**src/rtl/emaxi_rresp_buffer.sv**
```systemverilog
// R-channel response stage for the eMesh AXI read bridge: counts beats of the committed
// burst, flags RLAST/RID/RRESP problems and buffers beats in a small FWFT FIFO.
module emaxi_rresp_buffer #(
  parameter int DW    = 64,
  parameter int IDW   = 12,
  parameter int DEPTH = 4
) (
  input  logic           clk,
  input  logic           rst,
  input  logic           burst_start,
  input  logic [7:0]     burst_len,
  input  logic [IDW-1:0] burst_id,
  input  logic           m_axi_rvalid,
  output logic           m_axi_rready,
  input  logic [DW-1:0]  m_axi_rdata,
  input  logic [IDW-1:0] m_axi_rid,
  input  logic           m_axi_rlast,
  input  logic [1:0]     m_axi_rresp,
  output logic           rsp_valid,
  input  logic           rsp_ready,
  output logic [DW-1:0]  rsp_data,
  output logic           rsp_last,
  output logic           rsp_err,
  output logic           busy,
  output logic [7:0]     beat_cnt,
  input  logic           err_clear,
  output logic           err_rlast,
  output logic           err_id,
  output logic           err_overlap
);

  localparam int AW = $clog2(DEPTH);

  typedef enum logic {IDLE, ACTIVE} state_t;

  state_t         state_q, state_d;
  logic [7:0]     len_q;
  logic [IDW-1:0] id_q;
  logic [7:0]     beat_cnt_q;

  logic [DW+1:0]  mem [DEPTH];
  logic [AW-1:0]  wr_ptr_q, rd_ptr_q;
  logic [AW:0]    count_q;

  logic full, empty, accept, pop, final_beat, start_ok;
  logic set_rlast, set_id, set_overlap;

  assign full       = (count_q == (AW+1)'(DEPTH));
  assign empty      = (count_q == '0);
  assign final_beat = (beat_cnt_q == len_q);
  assign start_ok   = burst_start && (state_q == IDLE);

  // rready depends only on registered state and occupancy
  assign m_axi_rready = (state_q == ACTIVE) && !full;
  assign accept       = m_axi_rvalid && m_axi_rready;
  assign pop          = !empty && rsp_ready;

  assign set_rlast   = accept && (m_axi_rlast != final_beat);
  assign set_id      = accept && (m_axi_rid != id_q);
  assign set_overlap = burst_start && (state_q == ACTIVE);

  always_comb begin
    state_d = state_q;
    case (state_q)
      IDLE:    if (burst_start) state_d = ACTIVE;
      ACTIVE:  if (accept && final_beat) state_d = IDLE;
      default: state_d = IDLE;
    endcase
  end

  always_ff @(posedge clk) begin
    if (rst) begin
      state_q    <= IDLE;
      len_q      <= '0;
      id_q       <= '0;
      beat_cnt_q <= '0;
    end else begin
      state_q <= state_d;
      if (start_ok) begin
        len_q      <= burst_len;
        id_q       <= burst_id;
        beat_cnt_q <= '0;
      end else if (accept && beat_cnt_q != 8'hff) begin
        // saturates so a 256-beat burst leaves 255 rather than wrapping to 0
        beat_cnt_q <= beat_cnt_q + 8'd1;
      end
    end
  end

  always_ff @(posedge clk) begin
    if (rst) begin
      wr_ptr_q <= '0;
      rd_ptr_q <= '0;
      count_q  <= '0;
    end else begin
      if (accept) wr_ptr_q <= wr_ptr_q + AW'(1);
      if (pop)    rd_ptr_q <= rd_ptr_q + AW'(1);
      if (accept && !pop)      count_q <= count_q + (AW+1)'(1);
      else if (pop && !accept) count_q <= count_q - (AW+1)'(1);
    end
  end

  always_ff @(posedge clk) begin
    if (accept) mem[wr_ptr_q] <= {final_beat, (m_axi_rresp != 2'b00), m_axi_rdata};
  end

  always_ff @(posedge clk) begin
    if (rst) begin
      err_rlast   <= 1'b0;
      err_id      <= 1'b0;
      err_overlap <= 1'b0;
    end else begin
      err_rlast   <= set_rlast   || (err_rlast   && !err_clear);
      err_id      <= set_id      || (err_id      && !err_clear);
      err_overlap <= set_overlap || (err_overlap && !err_clear);
    end
  end

  // head is masked when empty so stale memory never shows on the outputs
  assign rsp_valid = !empty;
  assign rsp_data  = empty ? '0   : mem[rd_ptr_q][DW-1:0];
  assign rsp_err   = empty ? 1'b0 : mem[rd_ptr_q][DW];
  assign rsp_last  = empty ? 1'b0 : mem[rd_ptr_q][DW+1];
  assign busy      = (state_q != IDLE) || !empty;
  assign beat_cnt  = beat_cnt_q;

endmodule

```
**config.mk**
```make
export PLATFORM = sky130hd
export DESIGN_NAME = emaxi_rresp_buffer
export DESIGN_NICKNAME = d
export VERILOG_FILES = /design/src/rtl/emaxi_rresp_buffer.sv
export SDC_FILE = /design/constraint.sdc
export NUM_CORES = 1
export LEC_CHECK = 0
export ABC_AREA = 1
export ABC_CLOCK_PERIOD_IN_PS = 5800
export CAP_MARGIN = 20
export CELL_PAD_IN_SITES_DETAIL_PLACEMENT = 1
export CELL_PAD_IN_SITES_GLOBAL_PLACEMENT = 1
export CORE_MARGIN = 2
export CORE_UTILIZATION = 43
export CTS_CLUSTER_SIZE = 20
export DETAILED_ROUTE_END_ITERATION = 8
export GPL_ROUTABILITY_DRIVEN = 0
export HOLD_SLACK_MARGIN = 0.1
export PLACE_DENSITY_LB_ADDON = 0.1
export SETUP_SLACK_MARGIN = 0.2
export SYNTH_ARGS = -nofsm -noshare
export SYNTH_HDL_FRONTEND = slang
export SYNTH_SLANG_ARGS = --single-unit
```
**constraint.sdc**
```tcl
create_clock -name clk -period 5.8 [get_ports clk]
set_clock_uncertainty 0.05 [all_clocks]
set_input_delay 1.74 -clock clk [delete_from_list [all_inputs] [get_ports clk]]
set_output_delay 1.74 -clock clk [all_outputs]
set_load 0.05 [all_outputs]
```
### Word level (Yosys, flattened, before mapping)

Memory sizes are Yosys's and may differ from the RTL's. A register that Yosys moved wholly into a read port is not among the register bits.
Index checks and enable logic that the tools add are counted.
Widths: inputs -> output; s select.

| cells by class | value |
|---|---|
| $add $sub $neg | 5 |
| multiply operators | 0 |
| divide/modulo/power cells | 0 |
| magnitude comparators | 0 |
| equal/unequal tests | 5 |
| shift-type cells | 0 |
| mux-type cells | 12 |
| bitwise logic cells | 1 |
| reduce and logical (&&, ||, !) cells | 27 |

Operators with widths:

| operator | count |
|---|---|
| $mux 64 | 1 |
| $logic_and 1x1->1 | 14 |
| $ne 12x12->1 | 1 |
| $add 8x1->8 const B | 1 |
| $eq 8x8->1 | 1 |
| $ne 8x8->1 const B | 1 |
| $mux 1 | 6 |
| $mux 3 | 2 |
| $logic_not 1->1 | 5 |
| $add 2x1->2 const B | 2 |
| $logic_or 1x1->1 | 4 |
| $mux 2 | 2 |
| $reduce_bool 2->1 | 2 |
| $add 3x1->3 const B | 1 |
| $eq 3x3->1 const B | 1 |
| $logic_not 3->1 | 1 |
| $sub 3x1->3 const B | 1 |
| $pmux 1 s2 | 1 |
| $reduce_or 2->1 | 1 |
| $ne 1x1->1 | 1 |
| $not 1->1 | 1 |

| word-level totals | value |
|---|---|
| bits in registers | 39 |
| bits in latches | 0 |
| RAM bits | 264 |
| bits in read-only memories | 0 |
| output and inout port bits | 80 |
| memories | 1 |

Memory list:

| memory | depth | width | read ports | clocked after Yosys merged registers in | write ports | RTL line | source |
|---|---|---|---|---|---|---|---|
| mem | 4 | 66 | 1 | 1 | 1 | 41 | `logic [DW+1:0] mem [DEPTH];` |

### Logic depth before layout (Yosys ltp)

Gate-level depths: netlist (run 1).

| logic depth | value |
|---|---|
| word-level depth | 8 |
| gate-level depth with buffers | 12 |
| gate-level depth less buffers | 12 |

### Worst setup path after synthesis (run 1)

No wires, ideal clock.

| path | value |
|---|---|
| kind | input to register |
| from | input port m_axi_rvalid |
| to | memory mem[0][0] (netlist bit), enable pin |
| arrival | 4.742 ns |
| slack | 0.517 ns |
| cell stages on the path | 3 |
| buffers on the path | 1 |
| path through | nand2_2 -> buf_6 -> nor2_1 |

| between the ends | value |
|---|---|
| cells in the longest elaborated chain, start to end | 3 |

Ends and longest elaborated chain:

| item | RTL line | source |
|---|---|---|
| from (decl) | 13 | `input logic m_axi_rvalid,` |
| $logic_and 1x1->1 | 55 | `assign accept = m_axi_rvalid && m_axi_rready;` |
| $mux 1 | 104 | `if (accept) mem[wr_ptr_q] <= {final_beat, (m_axi_rresp != 2'b00), m_axi_rdata};` |
| $mux 1 (not written as such) | 104 |  |
| to (decl) | 41 |  |

Every way passes these cells.

==> results of run 1 <==
[stage by stage]
step | hold WS [ns] | area, sq um | total power, mW | utilization | cells
finish | 0.416 | 15600 | 7.68 | 0.557 | 1648
global route | 0.433 | 15600 | 8.01 | 0.557 | 1648
CTS | 0.418 | 15600 | 7.76 | 0.557 | 1648
detailed placement | 0.409 | 14500 | 5.62 | 0.518 | 1587
global placement | 0.397 | 14400 | 5.57 | 0.517 | 1586
floorplan | 0.386 | 12200 | 4.57 | - | 1067
[state kept, by name (all words and copies together) (netlist names), named ones only]
name         count
err_overlap      1
wr_ptr_q         2
count_q          3
beat_cnt         8
err_id           1
id_q            12
rd_ptr_q         2
len_q            8
state_q          1
err_rlast        1
mem            264
[power breakdown]
part | internal (mW) | switching, mW | leakage (nW) | total, mW
Sequential | 2.48 | 0.0775 | 2.72 | 2.55
Clock | 1.29 | 0.816 | 0.535 | 2.11
Combinational | 0.888 | 2.13 | 2.08 | 3.01
[routing by layer]
| metal | routed length (microns) | part of all wire | track usage |
|---|---|---|---|
| met4 | 410 | 0.013 | 0.0473 |
| met3 | 1650 | 0.054 | 0.0464 |
| met2 | 15200 | 0.50 | 0.360 |
| met1 | 13100 | 0.43 | 0.259 |
| met5 | 0 | 0 | 0 |
[cell families after synthesis]
group                      synth area share
and+or+nand+nor                       0.125
adders and majority gates           0.00777
AOI/OAI and AO/OA                     0.108
buffers and inverters                0.0364
DFF                                   0.715
xor gates and xnor gates            0.00859
[cells in the final DEF (no fill, tap or decap), types with 2 or more instances in the layout]
| cell | instances |
|---|---|
| buf_4 | 12 |
| clkbuf_1 | 10 |
| edfxtp_1 | 264 |
| dfxtp_1 | 39 |
| inv_2 | 5 |
| nand2_2 | 4 |
| clkinv_2 | 6 |
| clkbuf_16 | 37 |
| bufinv_16 | 3 |
| clkdlybuf4s50_1 | 184 |
| xor2_1 | 4 |
| or2_2 | 4 |
| ha_1 | 6 |
| a21oi_2 | 4 |
| nand2_1 | 59 |
| nand3_1 | 9 |
| o21ai_0 | 159 |
| nand4_1 | 2 |
| clkinv_1 | 6 |
| nor2_4 | 5 |
| xnor2_1 | 8 |
| nor2_1 | 295 |
| a21oi_1 | 94 |
| inv_1 | 39 |
[cell usage after synthesis, types with 5 or more instances]
cell type / count / share of area
o21ai_0: 159 / 0.065
xnor2_1: 8 / 0.0057
nand3_1: 9 / 0.0037
inv_1: 41 / 0.013
nand2_1: 59 / 0.018
buf_2: 18 / 0.0074
inv_2: 5 / 0.0015
buf_4: 6 / 0.0037
dfxtp_1: 41 / 0.067
nor2_1: 299 / 0.092
ha_1: 6 / 0.0061
a21oi_1: 94 / 0.038
edfxtp_1: 264 / 0.65
clkbuf_2: 8 / 0.0033
clkbuf_1: 17 / 0.0052
buf_1: 6 / 0.0018
[area by class of cell]
type / instances / share of cell area
multi-input cells: 660 / 0.198
well taps: 378 / 0.0304
repair buffers: 198 / 0.127
clock inverters: 14 / 0.00901
clock buffers: 47 / 0.0619
flip-flops and latches: 305 / 0.563
inverters: 46 / 0.0113
[final timing paths]
path	slack (ns)	end	startpoint
max	0.46	rsp_data[61]	flip-flop
min	0.42	flip-flop	rd_ptr_q[0]
max reg2reg	3.26	mem[3][43]	count_q[0]
min reg2reg	0.42	flip-flop	rd_ptr_q[0]
[critical path, delay by kind of cell, from the launching register on]
family,cells,cell delay (ns)
DFF,1,0.73
buffers and inverters,2,1.61
AOI/OAI and AO/OA,2,0.37
and+or+nand+nor,2,0.22
==> flow_summary.toml, run 1 <==
[run_status]
status = "completed"

[synthesis]
async_flop_share = 0
synth_area_sq_mm = 0.0122
synth_nets = 1179
synth-edff-count = 264
synth_seq_area_share = 0.715
synth_flop_cell = "edfxtp_1"
synth.distinct_cells = 30
avgSynthCellArea_sq_um = 11.5
synth_cells = 1067
synth-seq-cells = 305
ys_warn_count = 0

[layout]
layout-drive-gt1-share = 0.0709
finalNetCount = 1357
area_growth_pct = 27.1
final-seq-area_sq_mm = 0.00875
n_fill_cell = 2967
multi_input_area_sq_mm = 0.00308
antenna_cells = 0

[routing]
wl_per_cell_microns = 18.4
vias_per_cell = 5.15
vias = 8484
drt_wl_total_microns = 30400
drc = 0
antenna_left = 0
drtIter0Drc = 518
first_pass_iters = 5

[global_route]
antenna_found_initial = 0
track_usage = 0.205
grt_max_degree = 95
overflow = 0
first_global_vias = 9111
grt_first_pass_wirelength_microns = 48700

[sta]
rsz0062_at_grt = "false"
slew_viol_final = 0
finalWorstSetupSlack_ns = 0.464
fmax_ghz = 0.187
period_needed_ns = 5.34
maxSlewHeadroom = 0.402
finalHoldViolCount = 0
tns_ns = 0
finalCritPeriodShare = 0.920
tightest_slew_ns = 0.897
setup_viol = 0

[die]
die_h_microns = 173
die_area_sq_mm = 0.0298
io_pins = 185
start_util = 0.438
num_rows = 61
die_w_microns = 173
coreArea_sq_mm = 0.0279

[placement]
place_ws_ns = 0.949
hpwl_microns = 17900
portBuffers = 184

[setup_path]
path_max_fanout = 78
crit_top_cell = "nor2_1"
critPathKind = "reg -> out"
arrival_ns = 3.55
crit_slowest_cell = "clkdlybuf4s50_1"
end_kind = "output pin"
cp-start-kind = "flip-flop"
slowest_delay_ns = 0.86
cp.required_ns = 4.01
crit_chain = "buf_4 -> nor2_1 -> nor2_1 -> o21ai_0 -> a21oi_1 -> clkdlybuf4s50_1"
reg2reg_depth = 5

[cts]
path_clk_slew_ns = 0.06
clockBufferDepth = 3
insertion_delay_ns = 0.50
numCtsBuffers = 34
cts_sinks = 305
postCtsResizedCells = 0
ctsHoldBuffers = 0
post_cts_buffers = 0
cts_tree = "built"
cts-root-buf = "clkbuf_16"
htree_levels = 2

[hold_path]
min_path_cells = 1
holdCritPathClass = "reg -> reg"

[power]
power_density_mw_per_mm2 = 493
vdd.ir_drop.worst_mv = 0.315
p_leak_nw = 5.34

[job]
max_cap_viol_count = 0
Note: power is estimated with default switching activity, not from simulation.
==> run 2, diff against run 1 <==
SKIP_CTS_REPAIR_TIMING = 1   (was not set)
==> results of run 2 <==
No change in the layout: final DEF, timing and power equal those of run 1.
==> run 3, diff against run 2 <==
CELL_PAD_IN_SITES_DETAIL_PLACEMENT = 0   (was 1)
==> run 3 against run 2 <==
Cell count decreased by 0.42%. Clock-buffer cell count decreased by 4. Maximum frequency is 0.24% lower. Combinational power shrank 1%. Power down 3.7%. Wire length decreased by 11%. Core utilization down 0.56 points. Sequential share of layout area is 0.57 points higher. Sequential cell count unchanged. Global-route usage decreased by 2.8 points. Non-clock buffer count is the same. Critical endpoint unchanged. Largest cell class unchanged. Highest routed layer is now met5.
==> flow_summary.toml, run 3 (synthesized netlist as in run 1, its figures left out) <==
[sta]
tightest_slew_ns = 0.895
period_needed_ns = 5.35
maxSlewHeadroom = 0.404
tns_ns = 0
fmax_ghz = 0.187
finalCritPeriodShare = 0.922
finalWorstSetupSlack_ns = 0.451
rsz0062_at_grt = "false"
finalHoldViolCount = 0
setup_viol = 0
slew_viol_final = 0

[global_route]
overflow = 0
grt_max_degree = 95
antenna_found_initial = 1
grt_first_pass_wirelength_microns = 42300
track_usage = 0.178
first_global_vias = 7848

[die]
num_rows = 61
die_area_sq_mm = 0.0298
coreArea_sq_mm = 0.0279
io_pins = 185
die_h_microns = 173
die_w_microns = 173
start_util = 0.438

[cts]
numCtsBuffers = 31
cts_tree = "built"
insertion_delay_ns = 0.54
path_clk_slew_ns = 0.06
cts-root-buf = "clkbuf_16"
htree_levels = 1
cts_sinks = 305
clockBufferDepth = 3

[layout]
final-seq-area_sq_mm = 0.00875
largest_reg_flops = 264
top_register = "mem"
finalNetCount = 1354
antenna_cells = 0
area_growth_pct = 25.9
layout-drive-gt1-share = 0.0681
n_fill_cell = 2426
fin_area_sq_mm = 0.0154
reg.largest.list = "mem (264), id_q (12)"
mostFrequentLayoutCells = "nor2_1, edfxtp_1, clkdlybuf4s50_1"
multi_input_area_sq_mm = 0.00308
layout_commonest_cell = "nor2_1"
final_util = 0.552
stdcell_count = 1641

[setup_path]
reg2reg_depth = 5
cp-start-kind = "flip-flop"
cp.required_ns = 4.01
arrival_ns = 3.56
slowest_delay_ns = 0.87
cp_num_buf_inv = 2
critPathKind = "reg -> out"
worstReg2RegStart = "count_q[0]"
cp.depth = 6
crit_top_cell = "nor2_1"
crit_chain = "buf_4 -> nor2_1 -> nor2_1 -> o21ai_0 -> a21oi_1 -> clkdlybuf4s50_1"
r2r_end = "mem[3][54]"
critPathCapture = "rsp_data[61]"
crit_family = "buffers and inverters"
path_max_fanout = 78
crit_slowest_cell = "clkdlybuf4s50_1"
end_kind = "output pin"
reg2reg_slack_ns = 3.25

[routing]
wl_per_cell_microns = 16.5
antenna_left = 0
drt_wl_total_microns = 27100
drtIter0Drc = 490
vias = 8088
first_pass_iters = 4
vias_per_cell = 4.93
drc = 0

[placement]
dpl.cell_count = 1587
place_area_sq_mm = 0.0145
hpwl_microns = 15300
portBuffers = 184
place_ws_ns = 1.01

[run_status]
status = "completed"

[job]
max_cap_viol_count = 0

[power]
p_leak_nw = 5.27
power_density_mw_per_mm2 = 480
vdd.ir_drop.worst_mv = 0.284

[hold_path]
holdCritPathClass = "reg -> reg"
min_from = "id_q[0]"
run 3: cell types whose count changed in the layout (fill, tap and decap cells not counted), sizes merged:
cell	before	now
bufinv	3	2
clkbuf	47	43
clkinv	12	9
inv	44	45
run 3: metal layers:
metal,track usage,vias to the layer above,wire length [microns]
met4,0.0395,2,454
met2,0.289,183,12500
met5,0,-,13
met3,0.0416,36,1630
met1,0.244,3835,12500
li1,-,4032,-
run 3: cell type report:
type	instances	share of cell area
clock buffers	43	0.0546
clock inverters	11	0.00698
inverters	46	0.0114
multi-input cells	660	0.200
flip-flops and latches	305	0.568
well taps	378	0.0307
repair buffers	198	0.128
run 3: how the worst min path moves through the flow:
stage                 to  slack, ns  cells after the start
3_5_place_dp   flip-flop       0.41                      2
5_1_grt        flip-flop       0.43                      1
3_3_place_gp   flip-flop       0.40                      1
4_1_cts        err_rlast       0.42                      2
2_1_floorplan  flip-flop       0.39                      2
6_report         id_q[0]       0.42                      2
run 3: metrics by stage:
step                hold WS, ns  total power [mW]
finish                    0.418              7.39
global route              0.433              7.73
CTS                       0.419              7.47
detailed placement        0.406              5.60
global placement          0.397              5.57
floorplan                 0.386              4.57
run 3: worst register-to-register path, cell delays in order (launching register included):
cell and delay [ns]:
dfxtp_1 0.39, nor2_1 0.09, a21oi_2 0.15, nand2_2 0.26, nor2_4 0.68, buf_4 0.54
run 3: where the power goes:
group          leakage [nW]  internal (mW)  switching, mW  total, mW
clock network         0.461           1.09          0.780       1.87
registers              2.72           2.47         0.0746       2.55
logic                  2.08          0.888           2.08       2.97
total                  5.27           4.45           2.94       7.39
